**src/rtl/psram_pkg.sv**
```systemverilog
// Shared constants and FSM encoding for the PSRAM command sequencer.
package psram_pkg;
    localparam int ADDR_W  = 23;
    localparam int DATA_W  = 16;
    localparam int ENTRY_W = 1 + ADDR_W + DATA_W;

    localparam logic [1:0] CMD_WRITE = 2'd1;
    localparam logic [1:0] CMD_READ  = 2'd2;

    typedef enum logic [2:0] {
        S_IDLE    = 3'd0,
        S_ISSUE   = 3'd1,
        S_WAIT    = 3'd2,
        S_TX_REQ  = 3'd3,
        S_TX_HOLD = 3'd4
    } state_t;
endpackage

```
**src/rtl/cmd_fifo.sv**
```systemverilog
// First-word-fall-through command queue; pointers wrap naturally (DEPTH is a power of two).
module cmd_fifo #(
    parameter int WIDTH = 40,
    parameter int DEPTH = 4
) (
    input  logic             clk,
    input  logic             rst_n,
    input  logic             push,
    input  logic             pop,
    input  logic [WIDTH-1:0] din,
    output logic [WIDTH-1:0] dout,
    output logic             full,
    output logic             empty
);
    localparam int PW = $clog2(DEPTH);

    logic [WIDTH-1:0] mem [DEPTH];
    logic [PW-1:0]    wr_ptr;
    logic [PW-1:0]    rd_ptr;
    logic [PW:0]      count;
    logic             do_push;
    logic             do_pop;

    assign full    = (count == (PW+1)'(DEPTH));
    assign empty   = (count == '0);
    assign do_push = push && !full;
    assign do_pop  = pop && !empty;
    assign dout    = mem[rd_ptr];

    always_ff @(posedge clk) begin
        if (do_push) begin
            mem[wr_ptr] <= din;
        end
    end

    always_ff @(posedge clk or negedge rst_n) begin
        if (!rst_n) begin
            wr_ptr <= '0;
            rd_ptr <= '0;
            count  <= '0;
        end else begin
            if (do_push) wr_ptr <= wr_ptr + 1'b1;
            if (do_pop)  rd_ptr <= rd_ptr + 1'b1;
            case ({do_push, do_pop})
                2'b10:   count <= count + 1'b1;
                2'b01:   count <= count - 1'b1;
                default: count <= count;
            endcase
        end
    end
endmodule

```
**src/rtl/psram_cmd_sequencer.sv**
```systemverilog
// Queues decoded UART commands, issues them one at a time to the PSRAM controller,
// and forwards read results to the UART transmitter.
module psram_cmd_sequencer
    import psram_pkg::*;
#(
    parameter int FIFO_DEPTH     = 4,
    parameter int TIMEOUT_CYCLES = 4096
) (
    input  logic              sys_clk,
    input  logic              sys_rst_n,
    input  logic              cmd_valid,
    input  logic [1:0]        cmd_rw,
    input  logic [ADDR_W-1:0] cmd_addr,
    input  logic [DATA_W-1:0] cmd_wdata,
    output logic              cmd_drop,
    output logic              psram_start,
    output logic              psram_rd,
    output logic [ADDR_W-1:0] psram_addr,
    output logic [DATA_W-1:0] psram_wdata,
    input  logic              psram_busy,
    input  logic              psram_done,
    input  logic [DATA_W-1:0] psram_rdata,
    output logic              uart_send,
    output logic [DATA_W-1:0] uart_msg,
    input  logic              uart_busy,
    output logic              timeout_err,
    output logic              seq_idle,
    output state_t            dbg_state
);
    localparam int CW = $clog2(TIMEOUT_CYCLES);
    // Last increment lands the counter on TIMEOUT_CYCLES-1 and flags the timeout.
    localparam logic [CW-1:0] TMO_LAST = CW'(TIMEOUT_CYCLES - 2);

    state_t             state;
    logic [CW-1:0]      tmo_cnt;
    logic               tx_guard;
    logic               cmd_ok;
    logic               push;
    logic               pop;
    logic               full;
    logic               empty;
    logic [ENTRY_W-1:0] head;

    assign cmd_ok    = (cmd_rw == CMD_WRITE) || (cmd_rw == CMD_READ);
    assign push      = cmd_valid && cmd_ok && !full;
    assign pop       = (state == S_IDLE) && !empty && !psram_busy;
    assign seq_idle  = empty && (state == S_IDLE);
    assign dbg_state = state;

    cmd_fifo #(
        .WIDTH (ENTRY_W),
        .DEPTH (FIFO_DEPTH)
    ) u_fifo (
        .clk   (sys_clk),
        .rst_n (sys_rst_n),
        .push  (push),
        .pop   (pop),
        .din   ({cmd_rw == CMD_READ, cmd_addr, cmd_wdata}),
        .dout  (head),
        .full  (full),
        .empty (empty)
    );

    always_ff @(posedge sys_clk or negedge sys_rst_n) begin
        if (!sys_rst_n) begin
            cmd_drop <= 1'b0;
        end else begin
            cmd_drop <= cmd_valid && !push;
        end
    end

    always_ff @(posedge sys_clk or negedge sys_rst_n) begin
        if (!sys_rst_n) begin
            state       <= S_IDLE;
            tmo_cnt     <= '0;
            tx_guard    <= 1'b0;
            psram_start <= 1'b0;
            psram_rd    <= 1'b0;
            psram_addr  <= '0;
            psram_wdata <= '0;
            uart_send   <= 1'b0;
            uart_msg    <= '0;
            timeout_err <= 1'b0;
        end else begin
            psram_start <= 1'b0;
            uart_send   <= 1'b0;
            case (state)
                S_IDLE: begin
                    if (pop) begin
                        {psram_rd, psram_addr, psram_wdata} <= head;
                        psram_start <= 1'b1;
                        state       <= S_ISSUE;
                    end
                end
                S_ISSUE: begin
                    tmo_cnt <= '0;
                    state   <= S_WAIT;
                end
                S_WAIT: begin
                    // A done arriving on the final count takes priority over the timeout.
                    if (psram_done) begin
                        if (psram_rd) begin
                            uart_msg <= psram_rdata;
                            state    <= S_TX_REQ;
                        end else begin
                            state <= S_IDLE;
                        end
                    end else if (tmo_cnt == TMO_LAST) begin
                        tmo_cnt     <= tmo_cnt + 1'b1;
                        timeout_err <= 1'b1;
                        state       <= S_IDLE;
                    end else begin
                        tmo_cnt <= tmo_cnt + 1'b1;
                    end
                end
                S_TX_REQ: begin
                    if (!uart_busy) begin
                        uart_send <= 1'b1;
                        tx_guard  <= 1'b1;
                        state     <= S_TX_HOLD;
                    end
                end
                S_TX_HOLD: begin
                    // The transmitter may only raise busy a cycle after uart_send.
                    if (tx_guard) begin
                        tx_guard <= 1'b0;
                    end else if (!uart_busy) begin
                        state <= S_IDLE;
                    end
                end
                default: state <= S_IDLE;
            endcase
        end
    end
endmodule
```
**config.mk**
```make
export PLATFORM = sky130hd
export DESIGN_NAME = psram_cmd_sequencer
export DESIGN_NICKNAME = d
export VERILOG_FILES = /design/src/rtl/psram_pkg.sv /design/src/rtl/cmd_fifo.sv /design/src/rtl/psram_cmd_sequencer.sv
export SDC_FILE = /design/constraint.sdc
export NUM_CORES = 1
export LEC_CHECK = 0
export ABC_AREA = 1
export BUFFER_PORTS_ARGS = -buffer_cell sky130_fd_sc_hd__buf_2
export CORE_MARGIN = 4
export CORE_UTILIZATION = 52
export CTS_CLUSTER_DIAMETER = 120
export DETAILED_ROUTE_END_ITERATION = 12
export GPL_ROUTABILITY_DRIVEN = 1
export GPL_TIMING_DRIVEN = 1
export PLACE_DENSITY = 0.83
export SLEW_MARGIN = 20
export SYNTH_ARGS = -nofsm -noshare
export SYNTH_HDL_FRONTEND = slang
export SYNTH_HIERARCHICAL = 1
export SYNTH_SLANG_ARGS = --single-unit
```
**constraint.sdc**
```tcl
create_clock -name sys_clk -period 3.25 [get_ports sys_clk]
set_clock_uncertainty 0.15 [all_clocks]
set_input_delay 0.1625 -clock sys_clk [delete_from_list [all_inputs] [get_ports sys_clk]]
set_output_delay 0.1625 -clock sys_clk [all_outputs]
set_load 0.05 [all_outputs]
```
* Word level (Yosys, flattened, before mapping)
Memory sizes are Yosys's and may differ from the RTL's. A register that Yosys moved wholly into a read port is not among the register bits. Index checks and enable logic that the tools add are counted.
Cells by class: $add $sub $neg 5, equal/unequal tests 16, muxes and demuxes 19, bitwise gates (word level) 1, reductions and logical operators 25
Operator list (count):
- case mux 12 bit (2 select lines) | 1
- two-way mux 3 bit | 6
- case mux 3 bit (5 select lines) | 1
- adder 12 x 1 -> 12 bit (second input constant) | 1
- equality test 12 bit (second input constant) | 1
- two-way mux 12 bit | 1
- logical AND 1 bit | 8
- != test 2 bit (second input constant) | 4
- two-way mux 1 bit | 7
- equality test 3 x 2 -> 1 bit (second input constant) | 2
- equality test 3 bit (second input constant) | 2
- logical NOT 3 bit | 2
- case mux 3 bit (2 select lines) | 1
- AND reduction 2 bit | 3
- AND reduction 3 bit | 2
- nonzero test 2 bit | 3
- logical NOT 1 bit | 5
- AND reduction 5 bit | 1
- adder 2 x 1 -> 2 bit (second input constant) | 2
- equality test 2 x 1 -> 1 bit (second input constant) | 2
- equality test 2 bit (second input constant) | 2
- adder 3 x 1 -> 3 bit (second input constant) | 1
- equality test 3 x 1 -> 1 bit (second input constant) | 1
- != test 3 bit (second input constant) | 1
- other kinds (6) | 6
Storage, ports and cells: bits in registers 43, bits in writable memories 160, output and inout bits 64, word-level logic and storage cells 78, memories kept 1
Memory list:
- u_fifo.mem | depth 4, width 40, rd ports 1, clocked after memory_dff 1, wr ports 1, RTL line cmd_fifo.sv:17 | logic [WIDTH-1:0] mem [DEPTH];

* Logic depth before layout (Yosys ltp)
Gate-level depths: netlist of run 1.
word-level depth 7, mapped depth 17

* Cells and area by module
The synthesis of run 1 kept the hierarchy.
Modules (own cells, without submodules):
- cmd_fifo | times used 1, cells an instance 528, area each 6804.0 um^2, sequential area each 4979.8 um^2
- psram_cmd_sequencer | times used 1, cells an instance 395, area each 3364.5 um^2, sequential area each 1901.8 um^2

* Least setup slack after synthesis of run 1
OpenSTA, ideal clock, no wires.
path kind flip-flop to flip-flop, start point register u_fifo.count[0], end point memory u_fifo.mem[0][0] (enable), library setup time 0.438 ns, arrival 2.793 ns, setup slack -0.130 ns, cell stages (with the launch flop) 7, path buffers 0, path through dfrtp_1 inv_2 nand3_1 inv_1 nor3_1 nand2_1 nor2_1
On the way: word-level cells in the longest chain between the ends 6
RTL lines:
- start, declared | RTL line cmd_fifo.sv:20 | logic [PW:0] count;
- start signal, assigned | RTL line cmd_fifo.sv:45 | 2'b10: count <= count + 1'b1;
- start signal, assigned | RTL line cmd_fifo.sv:46 | 2'b01: count <= count - 1'b1;
- start signal, assigned | RTL line cmd_fifo.sv:47 | default: count <= count;
- equality test 3 bit | RTL line cmd_fifo.sv:24 | assign full = (count == (PW+1)'(DEPTH));
- net full | RTL line psram_cmd_sequencer.sv:40 | logic full;
- logical NOT 1 bit | RTL line psram_cmd_sequencer.sv:45 | assign push = cmd_valid && cmd_ok && !full;
- logical AND 1 bit | RTL line psram_cmd_sequencer.sv:45
- net push | RTL line psram_cmd_sequencer.sv:38 | logic push;
- logical AND 1 bit | RTL line cmd_fifo.sv:26 | assign do_push = push && !full;
- two-way mux 1 bit | RTL line cmd_fifo.sv:31 | if (do_push) begin
- two-way mux 1 bit (not written as such) | RTL line cmd_fifo.sv:32 | mem[wr_ptr] <= din;
- end, declared | RTL line cmd_fifo.sv:17
The timed path passes the listed nets, and every way through them passes these cells.

* Worst setup path in the final report of run 1
start point register u_fifo.count[0], end point memory u_fifo.mem[0][39] (enable)
Same word-level chain as after synthesis.

==> reports/qor.yml, run 1 <==
layout:
  nFillCells: 1330
  seq_area_um2: 6880
  diodes: 0
  multi_input_area_um2: 2530
  area_growth_pct: 23.1
  finalNetCount: 1182
  final_util_pct: 66.0
  layout-drive-gt1-share_pct: 19.1
clocking:
  insertion_delay_ns: 0.52
  cts.sinks: 243
  cts_tree: "done"
  htree_levels: 1
  cts_inserted_buffers: 25
  clkTransAtPathRegs_ns: 0.06
  cts-resized-gates: 0
  clock_path_buffers: 3
  clock-root-buffer: "clkbuf_16"
synthesis:
  synth_warnings: 6
  synthCells: 923
  syn-num-nets: 995
  synth-edff-count: 160
  yosys.cell_types.count: 32
  yosysSeqAreaShare_pct: 67.7
  async_flop_share_pct: 34.2
  syn-cell-area_um2: 10200
  ys_ff_latch: 243
  synth.avg_cell_area_um2: 11.0
  synthTopCellsByCount: "nand2_1 (317), edfxtp_1 (160), inv_1 (132)"
  yosysTopAreaCell: "edfxtp_1"
  yosysMostFrequentCell: "nand2_1"
  synthFlopType: "edfxtp_1"
  synth_top_area_share_pct: 47.2
  synth.area.top_cells: "edfxtp_1 (47%), dfrtp_1 (20%), nand2_1 (12%)"
setup_path:
  critPathArrivalTime_ns: 2.64
  critPathMaxFanout: 40
  worstSetupPathType: "register to register"
  cp_cell_sequence: "inv_2 > nand3_1 > inv_1 > nor3_1 > nand2_1 > nor2_4 > buf_4"
  cp-start-kind: "register"
  end_kind: "register"
  rrSetupSlack_ns: 0.61
  crit_family: "simple AND/OR/NAND/NOR gates"
  required_ns: 3.25
  crit_slowest_cell: "buf_4"
  max_stage_delay_ns: 0.50
  crit_buf_inv: 3
power_and_ir_drop:
  switchingPower_mw: 4.63
  seq_power_share_pct: 37.4
  p_int_mw: 6.82
  peakVddDrop_mv: 0.864
  clkPwrFrac_pct: 25.7
  leakagePower_nw: 5.72
  switching_share_pct: 40.4
  p_per_area_nw_per_um2: 915
  power_frac_comb_pct: 36.9
floorplan:
  ios: 127
  coreArea_um2: 19000
  initial_core_util_pct: 53.6
  rows: 50
  die_x_um: 148
  fp.dieH_um: 148
  die_area_um2: 21900
run_status:
  outcome: "complete, no violations"
grt:
  grt_pass1_vias: 6839
  grt_max_degree: 87
  grt_pass1_wl_mm: 34.5
  grtUsageTotal_pct: 19.4
  antenna_found_initial: 0
  grt_overflow: 0
place:
  io_buffers: 126
  gp_congestion: 0.845
  hpwlAfterDp_mm: 12.4
  place_ws_ns: 0.638
timing:
  maxSlewViolCount: 0
  rsz0062_at_grt: "false"
  hold_viol_final: 0
  fmax_mhz: 379
  slew_headroom_pct: 46.0
  min_period_over_period_pct: 81.2
  setup_viol: 0
  tightest_slew_ns: 0.809
  finalCriticalPeriod_ns: 2.64
  worst_slack_ns: 0.611
route:
  ant_nets: 0
  initialDrtViolationCount: 477
  wl_mm: 21.3
  drc: 0
  drt_pass1_iterations: 4
  met3_length_mm: 1.42
  via_per_inst: 5.02
  vias: 6979
  wl_per_cell_um: 15.4
  top_layer: "met4"
  wl_met2_mm: 10.8
  wl_met1_mm: 8.72
hold_path:
  hold_class: "primary input to async pin"
job:
  cap_viol_max_count: 0
[cell usage in the layout (no fill, tap or decap), types with 2 or more instances in the layout]
master         instances
buf_12                 4
buf_2                125
buf_4                  7
bufinv_16              2
clkbuf_1               4
clkbuf_16             27
clkbuf_8               5
clkinv_2               6
dfrtp_1               82
dlygate4sd3_1         62
edfxtp_1             160
ha_1                   8
inv_1                131
inv_2                  7
nand2_1              317
nand2_2                3
nand3_1               19
nand3_2                2
nand4_1                8
nor2_1                21
nor2_4                 6
nor3_1                 2
o211ai_1              79
o21ai_0                5
o21ai_1                5
o21ai_2               16
o21bai_1               2
[worst reg2reg max path, cell delays in order, from the launching register on]
cell and delay [ns]:
dfrtp_1 0.38, inv_2 0.07, nand3_1 0.14, inv_1 0.06, nor3_1 0.38, nand2_1 0.39
nor2_4 0.18, buf_4 0.50
[cell families after synthesis]
logic type | share of synthesized area, %
XOR/XNOR | 0.172
buffers and inverters | 7.74
adder cells (fa/ha/maj) | 1.18
AO/OA/AOI/OAI | 8.17
flip-flops | 67.7
AND/OR/NAND/NOR | 15.1
[per-layer routing]
| layer | track usage [%] | vias to the layer above |
|---|---|---|
| li1 | - | 3412 |
| met1 | 24.5 | 3320 |
| met2 | 34.9 | 216 |
| met3 | 3.89 | 31 |
| met4 | 4.02 | 0 |
| met5 | 0 | - |
[state kept, by name (all words and copies together), names as in the netlist]
register and flops:
u_fifo/mem 160, psram_addr 23, psram_wdata 16, uart_msg 16
tmo_cnt 12, dbg_state 3, u_fifo/count 3, u_fifo/rd_ptr 2
u_fifo/wr_ptr 2, cmd_drop 1, psram_rd 1, psram_start 1
timeout_err 1, tx_guard 1, uart_send 1
[area by class of cell]
| class | instances | area share, % |
|---|---|---|
| clock buffer | 36 | 6.07 |
| inverter | 139 | 4.19 |
| clock inverter | 10 | 0.940 |
| timing repair buffer | 198 | 11.0 |
| sequential | 243 | 55.0 |
| tap | 260 | 2.60 |
| multi-input combinational | 503 | 20.2 |
[final timing paths]
check	from	end	depth (start not counted)
max in group asynchronous	sys_rst_n	u_fifo/rd_ptr[1]	3
worst max-delay path	u_fifo/count[0]	u_fifo/mem[0][39]	7
worst min-delay path	sys_rst_n	psram_addr[14]	2
min in group sys_clk	cmd_rw[0]	u_fifo/wr_ptr[0]	6
worst min register to register	psram_addr[11]	psram_addr[11]	2
worst max register to register	u_fifo/count[0]	u_fifo/mem[0][39]	7
[timing repair]
item,CTS,global route
setup buffers,0,0
endpoints found under the hold margin,259,0
hold buffers,62,0
[power groups by stage]
stage,Clock (mW),Sequential [mW],Combinational [mW]
after floorplan,0,5.50,2.03
after global placement,0,4.30,4.04
after detailed placement,0,4.32,4.14
after CTS,3.00,4.27,4.23
after global routing,3.14,4.34,4.61
final,2.95,4.28,4.22
[per-stage QoR]
| stage | std cells | total power [mW] | hold slack (ns) | cell area [um2] | TNS (ns) |
|---|---|---|---|---|---|
| after CTS | 1389 | 11.5 | 0.0303 | 12500 | 0 |
| after floorplan | 923 | 7.53 | -0.283 | 10200 | -20.85 |
| after global placement | 1281 | 8.34 | 0.0387 | 11000 | 0 |
| after detailed placement | 1281 | 8.46 | 0.0446 | 11000 | 0 |
| after global routing | 1389 | 12.1 | 0.0721 | 12500 | 0 |
| final | 1389 | 11.4 | 0.0272 | 12500 | 0 |
Note: power is estimated with default switching activity, not from simulation.
==> inputs of run 2 (changes only) <==
--- a/config.mk
+++ b/config.mk
@@ -5,15 +5,15 @@
 export SDC_FILE = /design/constraint.sdc
 export NUM_CORES = 1
 export LEC_CHECK = 0
-export ABC_AREA = 1
+export ABC_AREA = 0
 export BUFFER_PORTS_ARGS = -buffer_cell sky130_fd_sc_hd__buf_2
 export CORE_MARGIN = 4
-export CORE_UTILIZATION = 52
+export CORE_UTILIZATION = 55
 export CTS_CLUSTER_DIAMETER = 120
 export DETAILED_ROUTE_END_ITERATION = 12
 export GPL_ROUTABILITY_DRIVEN = 1
 export GPL_TIMING_DRIVEN = 1
-export PLACE_DENSITY = 0.83
+export PLACE_DENSITY = 0.84
 export SLEW_MARGIN = 20
 export SYNTH_ARGS = -nofsm -noshare
 export SYNTH_HDL_FRONTEND = slang
==> constraint.sdc (replaced) <==
create_clock -name sys_clk -period 2.5 [get_ports sys_clk]
set_clock_uncertainty 0.15 [all_clocks]
set_input_delay 0.125 -clock sys_clk [delete_from_list [all_inputs] [get_ports sys_clk]]
set_output_delay 0.125 -clock sys_clk [all_outputs]
set_load 0.05 [all_outputs]
==> run 2 against run 1 <==
Compared with the run above: final cell count fell by 33%; sequential cell count did not move; critical endpoint is now u_fifo/count[2]; sequential share of layout area rose by 3.1 points; worst setup slack got worse by 0.43 ns; maximum frequency rose by 14%; first-iteration DRC count fell by 36%; power rose by 28%; global-route usage rose by 0.75 points; register-to-register slack got worse by 0.43 ns; critical path depth rose by 2; design area fell by 5.2%.
==> reports/qor.yml, run 2 <==
run_status:
  outcome: "complete, no violations"
layout:
  largest_reg_flops: 160  # unchanged
  mostFrequentLayoutCells: "edfxtp_1 (160), buf_2 (125), dfrtp_1 (77), dlygate4sd3_1 (63), mux2_1 (56)"
  finalNonFillerCells: 929  # -33%
  largest_register: "u_fifo/mem"
  diodes: 0  # unchanged
  layout-drive-gt1-share_pct: 34.0  # +15 points
  finalNetCount: 761  # -36%
  area_growth_pct: 26.7
  top_regs: "u_fifo/mem (160), psram_addr (23)"
  fin_area_um2: 11900  # -5.2%
  layout_commonest_cell: "edfxtp_1"
setup_path:
  r2r_end: "u_fifo/count[2]"
  timing.rr.start: "dbg_state[1]"
  crit_end: "u_fifo/count[2]"
  required_ns: 2.78  # -0.47 ns
  worstSetupPathType: "register to register"
  reg2reg_depth: 9  # +2
  startpoint: "dbg_state[1]"
  end_kind: "register"
  cp-start-kind: "register"
  rrSetupSlack_ns: 0.18  # -0.43 ns
  critPathMaxFanout: 3  # -93%
  critPathArrivalTime_ns: 2.60  # -0.04 ns
place:
  dp.cells: 816  # -36%
  dpl_cell_area_um2: 10400  # -6.0%
  hpwlAfterDp_mm: 10.4  # -16%
  gp_congestion: 0.841  # -0.52%
  io_buffers: 126  # unchanged
route:
  drt_pass1_iterations: 4  # unchanged
  wl_mm: 18.6  # -13%
  vias: 5062  # -27%
  via_per_inst: 5.45  # +8.4%
  drc: 0  # unchanged
  wl_per_cell_um: 20.0  # +31%
  ant_nets: 0  # unchanged
  initialDrtViolationCount: 306  # -36%
timing:
  finalCriticalPeriod_ns: 2.32  # -0.322 ns
  setup_viol: 0  # unchanged
  fmax_mhz: 432  # +14%
  maxSlewViolCount: 0  # unchanged
  min_period_over_period_pct: 92.7  # +11 points
  hold_viol_final: 0  # unchanged
  rsz0062_at_grt: "false"
  tightest_slew_ns: 0.659  # -0.150 ns
  slew_headroom_pct: 56.1  # +10 points
floorplan:
  die_x_um: 138  # -6.3%
  initial_core_util_pct: 56.3  # +2.6 points
  die_area_um2: 19200  # -12%
  fp.dieH_um: 138  # -6.3%
  rows: 47  # -6.0%
  coreArea_um2: 16600  # -12%
  ios: 127  # unchanged
grt:
  grt_pass1_wl_mm: 31.0  # -10%
  grt_overflow: 0  # unchanged
  grt_max_degree: 56  # -36%
  antenna_found_initial: 0  # unchanged
  grtUsageTotal_pct: 20.1  # +0.75 points
  grt_pass1_vias: 5629  # -18%
clocking:
  cts_tree: "done"
  clock-root-buffer: "clkbuf_16"
  clock_path_buffers: 3  # unchanged
  cts_inserted_buffers: 26  # +4.0%
  cts.sinks: 243  # unchanged
  insertion_delay_ns: 0.51  # about the same
  htree_levels: 1  # unchanged
  clkTransAtPathRegs_ns: 0.06  # about the same
synthesis:
  synthCells: 472  # -49%
  async_flop_share_pct: 34.2  # unchanged
  synthFlopType: "edfxtp_1"
  synth.area.top_cells: "edfxtp_1 (51%), dfrtp_1 (22%), mux4_2 (9.1%)"
  yosys.cell_types.count: 42  # +31%
  synth_top_area_share_pct: 51.3  # +4.1 points
  synth-edff-count: 160  # unchanged
  yosysSeqAreaShare_pct: 73.5  # +5.8 points
  synth_warnings: 6  # unchanged
  yosysTopAreaCell: "edfxtp_1"
  syn-cell-area_um2: 9360  # -7.9%
  syn-num-nets: 544  # -45%
  synth.avg_cell_area_um2: 19.8  # +80%
  ys_ff_latch: 243  # unchanged
  yosysMostFrequentCell: "edfxtp_1"
  synthTopCellsByCount: "edfxtp_1 (160), dfrtp_1 (83), mux2_1 (56)"
power_and_ir_drop:
  leakagePower_nw: 4.60  # -20%
  p_per_area_nw_per_um2: 1230  # +35%
  peakVddDrop_mv: 0.798  # -7.7%
job:
  cap_viol_max_count: 0  # unchanged
hold_path:
  hold_class: "primary input to async pin"
-- run 2: changes by cell type after synthesis, moves of 14 or more --
cell	delta
nand2_1	-309
inv_1	-123
o211ai_1	-79
mux2_1	+56
mux4_2	+38
o21ai_2	-16
nand3_1	-14
nor2_1	-14
-- run 2: final cells by class --
cell class	instances	area, um2
multi-input cells	200	2300
well taps	220	275
flip-flops and latches	243	6890
inverters	9	33.8
clock buffers	32	694
fillers	1027	4780
clock inverters	16	156
repair buffers	209	1510
-- run 2: worst min-delay path by stage --
stage | start | to | slack, ns | cells after the start
after floorplan | sys_rst_n | cmd_drop | -0.32 | 0
after global placement | sys_rst_n | u_fifo/rd_ptr[0] | -0.04 | 1
after detailed placement | sys_rst_n | u_fifo/rd_ptr[0] | -0.03 | 1
after CTS | sys_rst_n | u_fifo/rd_ptr[0] | 0.01 | 3
after global routing | sys_rst_n | psram_addr[10] | 0.05 | 3
final | sys_rst_n | u_fifo/rd_ptr[0] | 0.03 | 3
-- run 2: where the power goes --
group / switching (mW) / internal [mW]
logic: 3.30 / 1.87
clock network: 1.47 / 2.28
registers: 0.510 / 5.22
-- run 2: logic make-up after synthesis --
logic type	Yosys count	share of synthesized area, %
AO/OA/AOI/OAI	19	1.16
multiplexers	98	16.7
adder cells (fa/ha/maj)	9	1.28
XOR/XNOR	13	1.22
buffers and inverters	29	2.23
flip-flops	243	73.5
AND/OR/NAND/NOR	61	3.96
-- run 2: layer usage --
layer / vias to the layer above / track usage (%) / wire [um]
met5: - / 0 / 0
met4: 0 / 4.11 / 220
met3: 21 / 4.77 / 1200
met2: 168 / 34.4 / 9490
met1: 2595 / 26.9 / 7710
li1: 2278 / - / -
-- run 2: repair_timing --
item,in CTS,in global routing
endpoints found under the setup margin,0,1
buffers inserted,0,1
hold endpoints to repair,271,0
resized for setup,0,1
hold buffers,64,0
-- run 2: worst max-delay path, cell delays in order (launching register included) --
cell     delay, ns
dfrtp_2       0.42
nor3_4        0.22
nor3b_4       0.23
o31a_1        0.19
ha_2          0.20
inv_2         0.04
fa_2          0.33
xor2_1        0.14
nor2_1        0.14
xor2_1        0.16
-- run 2: metrics by stage --
stage	TNS, ns	total power [mW]	hold WS [ns]	worst slack [ns]	util, %
floorplan	-0.250	9.66	-0.321	-0.179	-
global placement	0	10.7	-0.0390	0.240	62.2
detailed placement	0	10.9	-0.0327	0.125	62.2
CTS	0	14.8	0.0110	0.0919	71.3
global route	0	15.4	0.0537	0.0308	71.3
finish	0	14.6	0.0281	0.184	71.3
